==> config.mk <==
export PLATFORM = sky130hd
export DESIGN_NAME = regfile_write_arbiter_flat
export DESIGN_NICKNAME = d
export VERILOG_FILES = /design/src/rtl/regfile_write_arbiter_if.sv /design/src/rtl/regfile_write_arbiter.sv /design/src/flat_wrapper.sv
export SDC_FILE = /design/constraint.sdc
export NUM_CORES = 1
export LEC_CHECK = 0
export ABC_AREA = 1
export CORE_UTILIZATION = 41
export CTS_CLUSTER_SIZE = 8
export DETAILED_ROUTE_END_ITERATION = 7
export PLACE_DENSITY = 0.86
export REMOVE_ABC_BUFFERS = 1
export SLEW_MARGIN = 40
export SYNTH_ARGS = -nofsm -noshare
export SYNTH_HDL_FRONTEND = slang
export SYNTH_SLANG_ARGS = --single-unit
==> constraint.sdc <==
create_clock -name clk -period 1.5 [get_ports clk]
set_input_delay 0.3 -clock clk [delete_from_list [all_inputs] [get_ports clk]]
set_output_delay 0.3 -clock clk [all_outputs]
set_load 0.05 [all_outputs]
==> src/rtl/regfile_write_arbiter_if.sv <==
// rtl/regfile_write_arbiter_if.sv - register-file write port and scoreboard clear bundle
// master drives the write/clear strobes, slave (the register file) returns regWriteDone.
interface regfile_write_arbiter_if;
  logic [4:0]  regWriteAddr;
  logic [63:0] regWriteData;
  logic        regWriteEn;
  logic        regWriteDone;
  logic [4:0]  regClearAddr;
  logic        regClearEn;

  modport master (
    output regWriteAddr, regWriteData, regWriteEn, regClearAddr, regClearEn,
    input  regWriteDone
  );

  modport slave (
    input  regWriteAddr, regWriteData, regWriteEn, regClearAddr, regClearEn,
    output regWriteDone
  );
endinterface

==> src/rtl/regfile_write_arbiter.sv <==
// rtl/regfile_write_arbiter.sv - round-robin arbiter sharing the register-file write port
// Optional watchdog on the WRITE wait enabled by defining WB_ARB_WATCHDOG_EN.
module regfile_write_arbiter #(
  parameter int NUM_REQ = 2,
  parameter int TIMEOUT = 64
) (
  input  logic                    clk,
  input  logic                    reset,
  input  logic [NUM_REQ-1:0]      req_valid,
  input  logic [5*NUM_REQ-1:0]    req_addr,
  input  logic [64*NUM_REQ-1:0]   req_data,
  output logic [NUM_REQ-1:0]      req_done,
  regfile_write_arbiter_if.master rf,
  output logic                    busy,
  output logic [31:0]             write_count,
  output logic                    wb_timeout
);
  localparam int IW = (NUM_REQ > 2) ? 2 : 1;

  typedef enum logic [1:0] {IDLE, WRITE, CLEAR} state_t;

  state_t             state, state_n;
  logic [IW-1:0]      rr_ptr, rr_ptr_n, idx, idx_n, grant_idx;
  logic               grant_found;
  logic [NUM_REQ-1:0] mask, mask_n, eligible, done_n;
  logic [4:0]         addr_q, addr_n;
  logic [63:0]        data_q, data_n;
  logic [31:0]        count_n;
  logic               timeout_n;
  logic               wd_expired;

  function automatic logic [IW-1:0] ptr_after(input logic [IW-1:0] p);
    return IW'((int'(p) + 1) % NUM_REQ);
  endfunction

`ifdef WB_ARB_WATCHDOG_EN
  logic [31:0] wd_cnt;

  // Held at zero outside WRITE, so it restarts on every entry to WRITE.
  always_ff @(posedge clk) begin
    if (reset || state != WRITE) wd_cnt <= '0;
    else                         wd_cnt <= wd_cnt + 32'd1;
  end

  assign wd_expired = (state == WRITE) && !rf.regWriteDone && (wd_cnt == 32'(TIMEOUT - 1));
`else
  // No watchdog: WRITE waits for regWriteDone indefinitely.
  assign wd_expired = (TIMEOUT < 0);
`endif

  always_comb begin
    eligible    = req_valid & ~mask;
    grant_found = 1'b0;
    grant_idx   = '0;
    // Descending scan so the lowest offset from rr_ptr wins.
    for (int k = NUM_REQ - 1; k >= 0; k--) begin
      if (eligible[(int'(rr_ptr) + k) % NUM_REQ]) begin
        grant_found = 1'b1;
        grant_idx   = IW'((int'(rr_ptr) + k) % NUM_REQ);
      end
    end
  end

  always_comb begin
    state_n   = state;
    rr_ptr_n  = rr_ptr;
    idx_n     = idx;
    addr_n    = addr_q;
    data_n    = data_q;
    done_n    = '0;
    count_n   = write_count;
    timeout_n = wb_timeout;
    // Mask survives the req_done cycle and covers exactly one IDLE cycle after it.
    if (|req_done)          mask_n = mask;
    else if (state == IDLE) mask_n = '0;
    else                    mask_n = mask;

    case (state)
      IDLE: begin
        if (grant_found) begin
          idx_n  = grant_idx;
          addr_n = req_addr[5*int'(grant_idx) +: 5];
          data_n = req_data[64*int'(grant_idx) +: 64];
          if (addr_n == 5'd0) begin
            done_n[grant_idx] = 1'b1;
            mask_n            = '0;
            mask_n[grant_idx] = 1'b1;
            rr_ptr_n          = ptr_after(grant_idx);
          end else begin
            state_n = WRITE;
          end
        end
      end
      WRITE: begin
        if (rf.regWriteDone || wd_expired) begin
          state_n     = CLEAR;
          done_n[idx] = 1'b1;
          mask_n      = '0;
          mask_n[idx] = 1'b1;
          if (rf.regWriteDone) count_n   = write_count + 32'd1;
          else                 timeout_n = 1'b1;
        end
      end
      CLEAR: begin
        state_n  = IDLE;
        rr_ptr_n = ptr_after(idx);
      end
      default: state_n = IDLE;
    endcase
  end

  always_ff @(posedge clk) begin
    if (reset) begin
      state           <= IDLE;
      rr_ptr          <= '0;
      idx             <= '0;
      mask            <= '0;
      addr_q          <= '0;
      data_q          <= '0;
      req_done        <= '0;
      busy            <= 1'b0;
      write_count     <= '0;
      wb_timeout      <= 1'b0;
      rf.regWriteEn   <= 1'b0;
      rf.regWriteAddr <= '0;
      rf.regWriteData <= '0;
      rf.regClearEn   <= 1'b0;
      rf.regClearAddr <= '0;
    end else begin
      state           <= state_n;
      rr_ptr          <= rr_ptr_n;
      idx             <= idx_n;
      mask            <= mask_n;
      addr_q          <= addr_n;
      data_q          <= data_n;
      req_done        <= done_n;
      busy            <= (state_n != IDLE);
      write_count     <= count_n;
      wb_timeout      <= timeout_n;
      rf.regWriteEn   <= (state_n == WRITE);
      rf.regWriteAddr <= (state_n == WRITE) ? addr_n : 5'd0;
      rf.regWriteData <= (state_n == WRITE) ? data_n : 64'd0;
      rf.regClearEn   <= (state_n == CLEAR);
      rf.regClearAddr <= (state_n == CLEAR) ? addr_n : 5'd0;
    end
  end
endmodule

==> src/flat_wrapper.sv <==
// flat-port wrapper written by rule: the top's interface ports become plain ports
module regfile_write_arbiter_flat 
#(
  parameter int NUM_REQ = 2,
  parameter int TIMEOUT = 64
)
  (clk, reset, req_valid, req_addr, req_data, req_done, busy, write_count, wb_timeout, rf_regWriteAddr, rf_regWriteData, rf_regWriteEn, rf_regClearAddr, rf_regClearEn, rf_regWriteDone);
  regfile_write_arbiter_if rf_i ();
  input  logic clk;
  input  logic reset;
  input  logic [NUM_REQ-1:0] req_valid;
  input  logic [5*NUM_REQ-1:0] req_addr;
  input  logic [64*NUM_REQ-1:0] req_data;
  output logic [NUM_REQ-1:0] req_done;
  output logic busy;
  output logic [31:0] write_count;
  output logic wb_timeout;
  output wire logic [$bits(rf_i.regWriteAddr)-1:0] rf_regWriteAddr;
  output wire logic [$bits(rf_i.regWriteData)-1:0] rf_regWriteData;
  output wire logic [$bits(rf_i.regWriteEn)-1:0] rf_regWriteEn;
  output wire logic [$bits(rf_i.regClearAddr)-1:0] rf_regClearAddr;
  output wire logic [$bits(rf_i.regClearEn)-1:0] rf_regClearEn;
  input wire logic [$bits(rf_i.regWriteDone)-1:0] rf_regWriteDone;
  assign rf_regWriteAddr = rf_i.regWriteAddr;
  assign rf_regWriteData = rf_i.regWriteData;
  assign rf_regWriteEn = rf_i.regWriteEn;
  assign rf_regClearAddr = rf_i.regClearAddr;
  assign rf_regClearEn = rf_i.regClearEn;
  assign rf_i.regWriteDone = rf_regWriteDone;
  regfile_write_arbiter #(.NUM_REQ(NUM_REQ), .TIMEOUT(TIMEOUT)) u_core (.clk(clk), .reset(reset), .req_valid(req_valid), .req_addr(req_addr), .req_data(req_data), .req_done(req_done), .rf(rf_i), .busy(busy), .write_count(write_count), .wb_timeout(wb_timeout));
endmodule
Word level (Yosys, flattened, before mapping). Cells that the tools add are included.

Word-level logic and storage cells: 84. Output and inout bits: 112. Register bits: 186. Input port bits: 143.

Order comparisons: 6. $mul: 1. Shifts and indexed selects: 2. Add/sub/neg operators: 4. Reductions and logical operators: 12. Multiplexer cells: 34. Bitwise logic cells: 5. Eq/ne operators: 6.

Operators with widths (number): $mux 64 (2); $shiftx 128x8->64 (1); $add 32x1->32 const B (1); $shiftx 10x32->5 (1); $mux 2 (11); $mux 1 (13); $pmux 2 s2 (3); $mux 5 (2); $lt 1x2->1 const B (3); $reduce_or 2->1 (3); $logic_not 5->1 (1); $eq 2x1->1 const B (2); $eq 2x2->1 const B (2); $mul 3x1->4 const A (1); $reduce_and 2->1 (2); $reduce_bool 2->1 (2); $add 1x1->1 const B (3); $lt 2x3->1 const B (1); $reduce_and 3->1 (1); $and 2x2->2 (1); $demux 1 s1 (2); $ge 1x1->1 const B (2); $logic_and 1x1->1 (2); $logic_not 2->1 (1); 6 further kinds (7).

Logic depth before layout (Yosys ltp).
Depth after elaboration: 16. Gate-level depth with buffers: 13. Mapped depth without buffers: 13.

Worst setup path after synthesis. No wires, ideal clock.

Path kind: register to register. Start: reg u_core.write_count[0]. End: reg u_core.write_count[20]. Required time: 1.383 ns. Setup slack: -0.397 ns. Library setup time: 0.117 ns. Clock period less this slack: 1.897 ns. Buffers on the path: 0. Stages on the path, launching flop included: 11. Data arrival time: 1.780 ns. Cells stage by stage: dfxtp_1 > ha_1 > nand3_4 > inv_2 > nand2_2 > nor2_2 > nand2_1 > nor2_2 > nand2_1 > o21ai_1 > nor2_1.

Word-level cells in the longest chain between the ends: 1.

Ends and longest elaborated chain: start, declared (RTL line regfile_write_arbiter.sv:15) `output logic [31:0] write_count,`; start signal, assigned (RTL line regfile_write_arbiter.sv:138) `write_count <= count_n;`; $add 32x1->32 (RTL line regfile_write_arbiter.sv:100) `if (rf.regWriteDone) count_n = write_count + 32'd1;`.

Every way passes these cells. A chain may end at the register's enable or synchronous reset.

Worst setup path after layout.
Start: reg u_core.mask[1]. End: reg u_core.mask[1].

Word-level cells in the longest chain between the ends: 14. Elaborated cells on any way between the ends: 25. Those cells by class: 1 x mul; 2 x order compare; 1 x shift; 17 x mux; 2 x bitwise; 2 x reduce/logical.

Ends and longest elaborated chain: start, declared (RTL line regfile_write_arbiter.sv:25) `logic [NUM_REQ-1:0] mask, mask_n, eligible, done_n;`; start signal, assigned (RTL line regfile_write_arbiter.sv:133) `mask <= mask_n;`; branches (longest 13 deep; another with $mul 3x1->4); $pmux 2 s2 (*) (RTL line regfile_write_arbiter.sv:78) `case (state)`.

Every way passes the cells marked *. The select of a mux whose other input is x is not followed.

==> reports/metrics.sh <==
POWER_LEAKAGE_uW=0.005838
POSTPLACECELLAREA_UM2=11690
SYNTH_SEQUENTIAL_AREA_RATIO_PCT=49.56
DRT-TOTAL-WL_MM=30.53
WORST_R2R_PATH_DEPTH=11
FINALCOREUTILIZATION_PCT=76.13
GLOBALROUTE.BUSIESTLAYER='met2'
FINALINSTANCEAREA_UM2=13680
TRITONCTS='built'
DP_HPWL_MM=17.12
GRT_USE_MET3_PCT=8.425
GLOBAL_ROUTING_USAGE_ON_MET2_PCT=47.31
MIN_PERIOD_NS=1.913
POST_SYNTH.CELL_AREA_AVG_UM2=7.410
YS.WARNINGS.COUNT=0
HOLDCRITPATHCLASS='primary input to flop'
MAX_CAP_VIOL_COUNT=0
PORTBUFFERS=253
MAXSLEWVIOLCOUNT=0
RELSLEWSLACK_PCT=61.72
COREAREA_UM2=17960
PLACE_INST=1543
CTS_HOLD_BUFFERS=0
FINAL_COMMON_CELL='nor2_1'
CP.ARRIVAL_NS=2.26
FIRST_PASS_ITERS=7
CTS_INSERTED_BUFFERS=17
FAILED_CHECKS='setup timing'
DIE_W_UM=137.4
CLKSINKCOUNT=186
POWERDENSITY_nW_PER_UM2=1097
NUM-NETS-FINAL=1523
GLOBALROUTEOVERFLOWTOTAL=0
DIE_AREA_UM2=18870
RESULT_OF_THE_RUN='finished with violations'
MIN_PERIOD_OVER_PERIOD_PCT=127.5
CRITPATHKIND='flop to flop'
ANT_NETS=0
MAXIMUM_NUMBER_OF_PINS_ON_ONE_NET_BEFORE_GLOBAL_ROUTE_REPAIR=49
CTS-ROOT-BUF='clkbuf_16'
ANTENNA_FOUND_INITIAL=0
DRIVE_GT1_SHARE_PCT=32.83
GPL.FINAL_WEIGHTED_CONGESTION=0.9069
SYNTHDISTINCTLIBCELLS=39
RSZ0062_AT_GRT='true'
SYN_TO_FINAL_GROWTH_PCT=82.01
DRT_DRC_VIOLATIONS_LEFT=0
FINALSETUPVIOLCOUNT=171
FINAL.SETUP.WORST_SLACK_NS=-0.4125
PATH_CELLS='nor2_4 > nand2_4 > nand2_2 > nand2_2 > buf_4 > buf_4 > nor2_1 > nand3_2 > nand2_1 > nand3_1 > a21oi_1'
GRT_FIRST_PASS_WIRELENGTH_MM=38.12
SYNTH_CELLS=1014
CRITICAL_PATH.ENDPOINT_TYPE='flop'
SINK_OF_THE_WORST_HOLD_PATH='u_core.req_done[1]'
SLEW_WORST_PIN_NS=0.5743
GRT_USE_TOTAL_PCT=26.30
CRITICAL_PATH.SLOWEST_CELL='dfxtp_4'
CLOCK.FMAX_GHz=0.5229
ROUTED_WIRE_LENGTH_PER_INSTANCE_UM=18.83
N_ANTENNA_CELL=0
DIE_HEIGHT_UM=137.4
NUM_ROWS=49
REG2REG_CAPTURE_POINT='u_core.mask[1]'
CRIT_PATH_START_KIND='flop'
FLOORPLAN.IO_PINS=255
DRT_ITER0_DRC=729
CLK_TRANSITION_REPORTED_PATHS_NS=0.08
INSTANCES_NO_FILL=1621
WHS_PATH_DEPTH=3
NUM_VIAS=8748
POSTSYNTHREGISTERBITS=186
HOLD_START='reset'
CP_DATA_REQUIRED_TIME_NS=1.85
GRT_PASS1_VIAS=8063
CRITICAL_PATH_PEAK_FANOUT=7
CRITICAL_PATH.MAX_STAGE_DELAY_NS=0.38
WORST_SKEW_PAIR.LATE_LATENCY_NS=0.44
GROUTE.LAYER.MET1.USAGE_PCT=27.19
SYN_AREA_UM2=7513
CLOCK_SKEW_NS=0.01576
START_UTIL_PCT=41.83
HOLD_VIOL_FINAL=0
REG2REG_SLACK_NS=-0.41
DPL_WORST_SLACK_NS=-0.6166
CTS_BUFFER_DEPTH=2
CTS-HTREE-LEVELS=4
WORST_IR_DROP_VDD_uV=921.0
MOSTFREQUENTLAYOUTCELLS='nor2_1, dfxtp_1, clkdlybuf4s50_1'
ROUTED_VIA_DENSITY=5.397
RR_STARTPOINT='u_core.mask[1]'
==> metrics by stage <==
step | hold slack [ns] | TNS (ns) | power [uW]
floorplan | 0.3686 | -124.35 | 7331
global placement | 0.4877 | -77.76 | 9005
detailed placement | 0.5064 | -90.28 | 9110
CTS | 0.3257 | -11.41 | 14230
global route | 0.3529 | -42.23 | 15490
finish | 0.3396 | -32.29 | 15000
==> layer usage <==
layer / share of wire (%) / vias to the layer above
met5: 0 / -
met4: 6.4 / 0
met3: 9.4 / 152
met2: 50 / 567
met1: 34 / 4120
li1: - / 3909
==> worst max-delay path by stage <==
stage	cells past startpoint	start	slack (ns)	to
after floorplan	7	u_core.mask[1]	-0.83	u_core.rf.regWriteData[0]
after global routing	11	u_core.mask[1]	-0.42	u_core.mask[1]
after global placement	13	req_valid[1]	-0.52	u_core.rf.regWriteData[11]
final	11	u_core.mask[1]	-0.41	u_core.mask[1]
after detailed placement	11	req_valid[1]	-0.62	u_core.data_q[1]
after CTS	11	u_core.mask[1]	-0.16	u_core.rf.regWriteData[40]
==> flip-flops by register name, summed over array words and instances (netlist names), 2 cells and up <==
name	count
u_core.data_q	64
u_core.req_done	2
u_core.rf.regWriteData	64
u_core.state	2
u_core.rf.regWriteAddr	5
u_core.rf.regClearAddr	5
u_core.mask	2
u_core.write_count	32
u_core.addr_q	5
==> logic make-up (layout without fill, tap and decap cells) <==
| group | after synthesis | after routing | synth area share (%) |
|---|---|---|---|
| flops | 186 | 186 | 49.56 |
| other cells | 1 | 1 | 0.04991 |
| compound gates | 180 | 180 | 12.46 |
| buf+inv | 171 | 549 | 9.808 |
| xor+xnor | 8 | 8 | 0.9326 |
| fa+ha+maj | 1 | 1 | 0.1665 |
| simple gates | 467 | 467 | 27.03 |
==> final cells by class <==
cell class,count,area [um^2]
clock buffer,20,446.7
sequential,186,3754
timing repair buffer,396,4898
multi-input combinational,657,3601
fill,1072,4288
clock inverter,12,207.7
tap,229,286.5
inverter,121,481.7
==> what timing repair did <==
item / in CTS / in global routing
cloned: 2 / 14
pin swaps: 9 / 51
buffers inserted: 5 / 25
endpoints found under the setup margin: 160 / 167
gates resized for setup: 63 / 206
==> synth_stat cells (all sizes together) <==
library cell	n	area share, %
a211oi	1	0.10
a21oi	27	1.8
clkbuf	26	1.3
conb	1	0.050
nor2	249	13
o21ai	145	9.7
o22ai	1	0.27
nor3	25	2.1
and3	2	0.17
inv	121	6.1
o31ai	1	0.10
xor2	5	0.58
nand3	28	2.6
nand4	10	0.83
nand3b	2	0.20
nand2	150	7.9
nor3b	1	0.10
buf	24	2.4
a31oi	1	0.083
o21a	4	0.40
xnor2	3	0.35
dfxtp	186	50
ha	1	0.17
==> critical path, delay by kind of cell (launching register included) <==
kind,cells,cell delay (ns)
buffers and inverters,2,0.26
DFF,1,0.38
AOI/OAI and AO/OA,1,0.20
and+or+nand+nor,8,0.99
==> power breakdown <==
part	total (uW)	internal (uW)	switching, uW	leakage [uW]
clock network	5110	3040	2070	0.000320
registers	5590	5360	223	0.00153
logic	4310	1920	2390	0.00399
total	15000	10300	4680	0.00584
(Power assumes the default switching activity.)
